===== config.mk =====
export PLATFORM = sky130hd
export DESIGN_NAME = mac_result_drain_flat
export DESIGN_NICKNAME = d
export VERILOG_FILES = /design/src/rtl/mac_result_drain_if.sv /design/src/rtl/mac_result_drain.sv /design/src/flat_wrapper.sv
export SDC_FILE = /design/constraint.sdc
export NUM_CORES = 1
export LEC_CHECK = 0
export CAP_MARGIN = 30
export CELL_PAD_IN_SITES_DETAIL_PLACEMENT = 0
export CELL_PAD_IN_SITES_GLOBAL_PLACEMENT = 2
export CORE_UTILIZATION = 38
export CTS_BUF_LIST = sky130_fd_sc_hd__clkbuf_8
export DETAILED_ROUTE_END_ITERATION = 16
export GPL_TIMING_DRIVEN = 0
export PLACE_DENSITY_LB_ADDON = 0.1
export SLEW_MARGIN = 5
export SYNTH_ARGS = -nofsm -noshare
export SYNTH_HDL_FRONTEND = slang
export SYNTH_SLANG_ARGS = --single-unit

===== constraint.sdc =====
create_clock -name clk_i -period 15.8 [get_ports clk_i]
set_input_delay 1.58 -clock clk_i [delete_from_list [all_inputs] [get_ports clk_i]]
set_output_delay 1.58 -clock clk_i [all_outputs]
set_load 0.02 [all_outputs]

===== src/rtl/mac_result_drain_if.sv =====
// Handshake bundle between the MAC result tile, the drain block and the word sink.
// The drain block uses the slave side; whoever feeds tiles and consumes words uses master.
interface mac_result_drain_if #(
    parameter int M         = 2,
    parameter int N         = 2,
    parameter int OUT_WIDTH = 8
);
    localparam int ROW_W = $clog2(M) + 1;
    localparam int COL_W = $clog2(N) + 1;

    logic signed [31:0]          d_i [M][N];
    logic                        valid_i;
    logic                        ready_o;
    logic        [4:0]           shift_i;
    logic signed [OUT_WIDTH-1:0] out_data_o;
    logic                        out_valid_o;
    logic                        out_ready_i;
    logic                        out_last_o;
    logic        [ROW_W-1:0]     out_row_o;
    logic        [COL_W-1:0]     out_col_o;

    modport slave (
        input  d_i, valid_i, shift_i, out_ready_i,
        output ready_o, out_data_o, out_valid_o, out_last_o, out_row_o, out_col_o
    );

    modport master (
        output d_i, valid_i, shift_i, out_ready_i,
        input  ready_o, out_data_o, out_valid_o, out_last_o, out_row_o, out_col_o
    );
endinterface


===== src/rtl/mac_result_drain.sv =====
// Captures an M x N accumulator tile and drains it one word per handshake in row-major
// order, requantizing each word with a rounding right shift and signed saturation.
module mac_result_drain #(
    parameter int M         = 2,
    parameter int N         = 2,
    parameter int OUT_WIDTH = 8
) (
    input  logic             clk_i,
    input  logic             rst_ni,
    mac_result_drain_if.slave bus
);
    localparam int ROW_W = $clog2(M) + 1;
    localparam int COL_W = $clog2(N) + 1;
    localparam logic signed [32:0] SAT_MAX = (33'sd1 <<< (OUT_WIDTH - 1)) - 33'sd1;
    localparam logic signed [32:0] SAT_MIN = -(33'sd1 <<< (OUT_WIDTH - 1));

    typedef enum logic {IDLE, DRAIN} state_t;

    state_t             state;
    logic signed [31:0] tile_p0 [M][N];
    logic        [4:0]  shift_p0;
    logic               vld_p0;
    logic               last_p0;
    logic [ROW_W-1:0]   row_p0;
    logic [COL_W-1:0]   col_p0;

    logic               ready;
    logic               accept;
    logic               out_hs;
    logic [ROW_W-1:0]   next_row;
    logic [COL_W-1:0]   next_col;
    logic signed [31:0] word;

    // 33 bits leave headroom for the rounding bias on the most positive input.
    function automatic logic signed [32:0] round_shift(input logic signed [31:0] x,
                                                       input logic [4:0] s);
        logic signed [32:0] ext;
        logic signed [32:0] bias;
        ext = {x[31], x};
        if (s == 5'd0) return ext;
        bias = 33'sd1 <<< (s - 5'd1);
        return (ext + bias) >>> s;
    endfunction

    function automatic logic signed [OUT_WIDTH-1:0] saturate(input logic signed [32:0] v);
        if (v > SAT_MAX) return SAT_MAX[OUT_WIDTH-1:0];
        if (v < SAT_MIN) return SAT_MIN[OUT_WIDTH-1:0];
        return v[OUT_WIDTH-1:0];
    endfunction

    // A new tile may land on the same edge as the last word's handshake.
    assign out_hs = vld_p0 & bus.out_ready_i;
    assign ready  = (state == IDLE) | ((state == DRAIN) & out_hs & last_p0);
    assign accept = bus.valid_i & ready;

    always_comb begin
        next_row = row_p0;
        next_col = col_p0;
        if (col_p0 == COL_W'(N - 1)) begin
            next_col = '0;
            next_row = row_p0 + ROW_W'(1);
        end else begin
            next_col = col_p0 + COL_W'(1);
        end
    end

    always_comb begin
        word = '0;
        for (int i = 0; i < M; i++) begin
            for (int j = 0; j < N; j++) begin
                if (row_p0 == ROW_W'(i) && col_p0 == COL_W'(j)) word = tile_p0[i][j];
            end
        end
    end

    // Capture stage: tile registers plus the drain FSM and its registered outputs.
    always_ff @(posedge clk_i or negedge rst_ni) begin
        if (!rst_ni) begin
            state    <= IDLE;
            vld_p0   <= 1'b0;
            last_p0  <= 1'b0;
            row_p0   <= '0;
            col_p0   <= '0;
            shift_p0 <= '0;
            for (int i = 0; i < M; i++) begin
                for (int j = 0; j < N; j++) tile_p0[i][j] <= '0;
            end
        end else if (accept) begin
            state    <= DRAIN;
            vld_p0   <= 1'b1;
            last_p0  <= (M == 1) && (N == 1);
            row_p0   <= '0;
            col_p0   <= '0;
            shift_p0 <= bus.shift_i;
            for (int i = 0; i < M; i++) begin
                for (int j = 0; j < N; j++) tile_p0[i][j] <= bus.d_i[i][j];
            end
        end else if (out_hs) begin
            if (last_p0) begin
                state   <= IDLE;
                vld_p0  <= 1'b0;
                last_p0 <= 1'b0;
                row_p0  <= '0;
                col_p0  <= '0;
            end else begin
                row_p0  <= next_row;
                col_p0  <= next_col;
                last_p0 <= (next_row == ROW_W'(M - 1)) && (next_col == COL_W'(N - 1));
            end
        end
    end

    // Output stage: requantize the selected word combinationally.
    assign bus.ready_o     = ready;
    assign bus.out_valid_o = vld_p0;
    assign bus.out_last_o  = last_p0;
    assign bus.out_row_o   = row_p0;
    assign bus.out_col_o   = col_p0;
    assign bus.out_data_o  = saturate(round_shift(word, shift_p0));
endmodule


===== src/flat_wrapper.sv =====
// flat-port wrapper written by rule: the top's interface ports become plain ports
module mac_result_drain_flat 
#(
    parameter int M         = 2,
    parameter int N         = 2,
    parameter int OUT_WIDTH = 8
)
  (clk_i, rst_ni, bus_d_i, bus_valid_i, bus_shift_i, bus_out_ready_i, bus_ready_o, bus_out_data_o, bus_out_valid_o, bus_out_last_o, bus_out_row_o, bus_out_col_o);
  mac_result_drain_if #(.M(M), .N(N), .OUT_WIDTH(OUT_WIDTH)) bus_i ();
  input  logic clk_i;
  input  logic rst_ni;
  input wire logic [$bits(bus_i.d_i)-1:0] bus_d_i;
  input wire logic [$bits(bus_i.valid_i)-1:0] bus_valid_i;
  input wire logic [$bits(bus_i.shift_i)-1:0] bus_shift_i;
  input wire logic [$bits(bus_i.out_ready_i)-1:0] bus_out_ready_i;
  output wire logic [$bits(bus_i.ready_o)-1:0] bus_ready_o;
  output wire logic [$bits(bus_i.out_data_o)-1:0] bus_out_data_o;
  output wire logic [$bits(bus_i.out_valid_o)-1:0] bus_out_valid_o;
  output wire logic [$bits(bus_i.out_last_o)-1:0] bus_out_last_o;
  output wire logic [$bits(bus_i.out_row_o)-1:0] bus_out_row_o;
  output wire logic [$bits(bus_i.out_col_o)-1:0] bus_out_col_o;
  assign bus_i.d_i = {>>{bus_d_i}};
  assign bus_i.valid_i = bus_valid_i;
  assign bus_i.shift_i = bus_shift_i;
  assign bus_i.out_ready_i = bus_out_ready_i;
  assign bus_ready_o = bus_i.ready_o;
  assign bus_out_data_o = bus_i.out_data_o;
  assign bus_out_valid_o = bus_i.out_valid_o;
  assign bus_out_last_o = bus_i.out_last_o;
  assign bus_out_row_o = bus_i.out_row_o;
  assign bus_out_col_o = bus_i.out_col_o;
  mac_result_drain #(.M(M), .N(N), .OUT_WIDTH(OUT_WIDTH)) u_core (.clk_i(clk_i), .rst_ni(rst_ni), .bus(bus_i));
endmodule

# Word-level counts from Yosys, hierarchy flattened
# Cells that the tools add are included.
# Widths: inputs -> output; s select.
totals:
  wordCells: 66
  reg_bits: 139
  out_inout_bits: 15
  in_bits: 137
classes:
  mux: 28
  n_reduce_logical: 11
  n_shift: 2
  n_addsub: 4
  bitwise: 6
  eq_ne: 4
  order_cmp: 2
op_table:
  columns: ["op", "n"]
  rows:
  - ["$mux 32", 4]
  - ["$mux 33", 2]
  - ["$add 32x33->33", 1]
  - ["$gt 33x8->1 const B", 1]
  - ["$lt 33x8->1 const B", 1]
  - ["$sshl 2x5->33 const A", 1]
  - ["$sshr 33x5->33", 1]
  - ["$mux 8", 4]
  - ["$mux 2", 8]
  - ["$mux 1", 10]
  - ["$eq 2x1->1 const B", 4]
  - ["$logic_and 1x1->1", 5]
  - ["$logic_not 5->1", 1]
  - ["$sub 5x1->5 const B", 1]
  - ["$add 2x1->2 const B", 2]
  - ["$and 1x1->1", 4]
  - ["$logic_not 2->1", 2]
  - ["$reduce_bool 2->1", 2]
  - ["$reduce_and 2->1", 1]
  - ["$not 1->1", 1]
  - ["$or 1x1->1", 1]

# Logic depth before layout (Yosys ltp)
depth:
  depth_word: 14
  ltp_mapped: 28
  depth_no_buf: 24

# Least setup slack after synthesis
# No wires, ideal clock.
synth_timing:
  kind: "reg2out"
  from: "reg u_core.row_p0[1], in the netlist u_core.bus.out_row_o[1]"
  to: "out bus_out_data_o[0]"
  path_buffers: 6
  required_ps: 14220
  arrival_ps: 6247
  path_slack_ps: 7973
  path_stages_with_launch: 27
  path_cell_list: "dfrtp_1 inv_1 ha_1 buf_6 nor3b_1 clkbuf_1 buf_1 clkbuf_1 clkbuf_1 a21oi_1 o21ai_0 inv_1 fa_1 nand2b_1 a21oi_2 o211ai_2 a31o_4 mux2_4 and2_4 buf_6 nor2_1 or4_1 or3_1 nor4_1 and4_1 a31oi_4 o21ai_1"
synth_between:
  elab_chain_len: 14
  word_cells_on_any_way: 22
  classes_between: "1 x add/sub; 2 x order compare; 1 x eq/ne; 1 x shift; 12 x mux; 5 x reduce/logical"
synth_lines:
  columns: ["element", "line", "rtl"]
  rows:
  - ["start: declaration", "mac_result_drain.sv:24", "logic [ROW_W-1:0] row_p0;"]
  - ["start signal: assignment", "mac_result_drain.sv:106", "row_p0 <= next_row;"]
  - ["$logic_not 2->1", "mac_result_drain.sv:71", "if (row_p0 == ROW_W'(i) && col_p0 == COL_W'(j)) word = tile_p0[i][j];"]
  - ["$logic_and 1x1->1", "mac_result_drain.sv:71", null]
  - ["$mux 32 (3 in series)", "mac_result_drain.sv:71", null]
  - ["$mux 32 (*)", "mac_result_drain.sv:71", null]
  - ["$add 32x33->33", "mac_result_drain.sv:42", "return (ext + bias) >>> s;"]
  - ["$sshr 33x5->33", "mac_result_drain.sv:42", null]
  - ["$mux 33 (*)", "mac_result_drain.sv:41", "bias = 33'sd1 <<< (s - 5'd1);"]
  - ["$lt 33x8->1", "mac_result_drain.sv:47", "if (v < SAT_MIN) return SAT_MIN[OUT_WIDTH-1:0];"]
  - ["$mux 1 (2 in series)", "mac_result_drain.sv:47", null]
  - ["$mux 8", "mac_result_drain.sv:48", "return v[OUT_WIDTH-1:0];"]
  - ["$mux 8 (*)", "mac_result_drain.sv:47", null]
  - ["end: declaration", "flat_wrapper.sv:17", "output wire logic [$bits(bus_i.out_data_o)-1:0] bus_out_data_o;"]
# Mark *: on every way between the ends. The rest lies on a longest branch, timed or not. The select of a mux whose other input is x is not followed.

# Worst setup path after layout
layout_timing:
  from: "reg u_core.row_p0[1], in the netlist u_core.bus.out_row_o[1]"
  to: "out bus_out_data_o[3]"
# Same word-level chain as after synthesis.

==> qor.yml <==
grt_pass1_vias: 11842
cts_hold_buf: 0
status: "complete, no violations"
die_h_um: 178
slew_headroom_pct: 33.0
core_area_mm2: 0.0300
wire_per_inst_um: 26.4
synth_area_leader_cell: "dfrtp_1"
drt_drc_violations_left: 0
dieArea_mm2: 0.0315
place_ws_ns: 5.36
core.rowCount: 63
synth_nets: 1517
final.min_clock_period_ns: 11.10
skew_ns: 0.0154
synth-edff-count: 0
io_buffers: 151
ioPinCount: 152
final_cell_area_mm2: 0.0142
worstSkewPairLatency_ns: 0.45
drt_iter0_drc: 1250
crit_type: "flop to output pin"
fmax_mhz: 90.1
dr.pass1.iters: 7
syn-cell-area_mm2: 0.0117
htreeDepth: 4
start_kind: "flop"
synthTopCellsByArea: "dfrtp_1 30%, mux2_2 14%, nand2_1 4.8%, a21oi_1 4.0%, nor2_1 3.9%"
yosys_warnings: 0
nNetsFinal: 1697
root_buffer: "clkbuf_8"
routabilityCongestion: 1.02
drv_slew: 0
die_x_um: 178
initial_core_util_pct: 39.1
final_layout_size_suffix_gt1_share_pct: 17.7
hold_viol_final: 0
wl_met2_um: 22800
seqCellArea_mm2: 0.00348
cts.sink_count: 139
crit_arrival_ns: 9.52
post_dp_cell_area_mm2: 0.0138
setup_tns_ns: 0
synthArstFlopShare_pct: 100
cts_resized: 0
synth_top_area_share_pct: 29.7
worstPathRequired_ns: 14.22
detail-route-antenna-nets: 0
mostFrequentLayoutCells: "150 x nand2_1, 150 x clkdlybuf4s50_1, 142 x mux2_2"
antenna_found_initial: 8
grt_max_degree: 79
maxCapViolCount: 0
final.setup.worst_slack_ns: 4.70
postSynthCellCount: 1345
grt_pass1_wl_um: 75100
rsz0062_at_grt: "no"
synth_seq_cells: 139
wl_um: 50800
synthDistinctLibCells: 103
n_fill_cell: 3051
cts_buffers: 17
synthFlopType: "dfrtp_1"
critical_path.max_fanout: 10
endpoint_kind: "output pin"
syn_avg_cell_area_um2: 8.71
setup_violations: 0
syn_to_final_growth_pct: 21.3
postCtsSetupBuffers: 0
vias: 11973
hp-class: "flop to flop"
viasPerCell: 6.21
multi_input_area_mm2: 0.00775
overflow: 0
cts_tree: "yes"
dpl.hpwl_um: 40500
tightest_slew_ns: 0.998
clock_path_buffers: 2
dr_wl_met3_um: 3850
met1Wirelength_um: 21500
path_clk_slew_ns: 0.10
ys_seq_area_share_pct: 29.7
grt.total_usage_pct: 32.6
top_layer: "met5"
post-route-period-util_pct: 70.3
==> cell families after synthesis <==
family / synth area share [%]
mux: 16.0
buf+inv: 4.17
fa+ha+maj: 3.80
xor+xnor: 1.91
compound gates: 26.4
simple gates: 18.0
flops: 29.7
==> registers in the layout, indices dropped and copies added (netlist names) <==
name / count
u_core.tile_p0: 128
u_core.shift_p0: 5
u_core.bus.out_col_o: 2
u_core.bus.out_row_o: 2
u_core.bus.out_last_o: 1
u_core.bus.out_valid_o: 1
==> worst paths after layout <==
| path | startpoint | end | slack [ns] | cells past startpoint |
|---|---|---|---|---|
| max | u_core.bus.out_row_o[1] | bus_out_data_o[3] | 4.70 | 24 |
| min | u_core.tile_p0[127] | u_core.tile_p0[127] | 0.51 | 1 |
| max reg2reg | u_core.shift_p0[2] | u_core.shift_p0[2] | 12.66 | 5 |
| min reg2reg | u_core.tile_p0[127] | u_core.tile_p0[127] | 0.51 | 1 |
| max in group asynchronous | rst_ni | u_core.tile_p0[0] | 13.85 | 2 |
| min in group asynchronous | rst_ni | u_core.tile_p0[104] | 1.15 | 1 |
==> area by class of cell <==
cell class              instances  share of cell area, %
clock inverters                14                   1.25
clock buffers                  17                   1.65
well taps                     390                   3.43
inverters                      25                  0.660
flip-flops and latches        139                   24.5
diodes                          2                 0.0352
repair buffers                161                   11.2
plain buffers                  91                   2.77
multi-input cells            1090                   54.5
==> critical path: stages (launching register included) <==
cell,delay (ns)
dfrtp_1,0.42
inv_1,0.11
ha_1,0.16
buf_6,0.13
nor3b_1,0.47
clkbuf_1,0.44
buf_1,0.48
clkbuf_1,0.41
clkbuf_1,0.41
a221oi_1,0.15
o31ai_1,0.66
ha_1,0.41
a21oi_1,0.25
o21ai_1,0.21
a221oi_4,0.62
nor3_1,0.17
nor4_1,0.69
a2111oi_0,0.15
or4_1,0.45
or3_1,0.44
nor4_1,0.56
and4_1,0.35
a31oi_4,0.15
o21ai_1,0.16
clkdlybuf4s50_1,0.62
==> metal layers <==
| metal | GRT usage [%] | up-vias |
|---|---|---|
| met5 | 0 | - |
| met3 | 6.04 | 160 |
| met1 | 42.5 | 5740 |
| met4 | 15.3 | 12 |
| li1 | - | 5448 |
| met2 | 52.1 | 613 |
==> through the flow <==
stage / util [%] / hold WS, ns / cells
after floorplan: - / 0.471 / 1345
after global placement: 45.8 / 0.481 / 1886
after detailed placement: 46.0 / 0.490 / 1893
after CTS: 47.4 / 0.511 / 1924
after global routing: 47.4 / 0.521 / 1927
final: 47.5 / 0.509 / 1929
==> cells in the mapped netlist, drive strengths merged (4+ instances only) <==
master   instances
a2111oi          4
a211o            6
a211oi          22
a21o            10
a21oi          103
a221o            7
a221oi          22
a22o             4
a22oi           28
a2bb2oi          4
a31oi           10
a32oi            4
and2            14
and3             5
buf             33
clkbuf          58
dfrtp          139
ha              34
inv             23
mux2           143
mux2i           15
mux4             5
nand2          152
nand2b           7
nand3           33
nand3b           4
nand4           23
nor2           122
nor2b           11
nor3            36
nor4            12
o2111ai          4
o211ai          19
o21a            17
o21ai           80
o221ai          14
o22ai           11
o31ai           16
or2              4
or3              8
xnor2           10
xor2            13
Power is not shown: default switching activity piles up to over one toggle a cycle in this logic, so the estimate is an artifact.
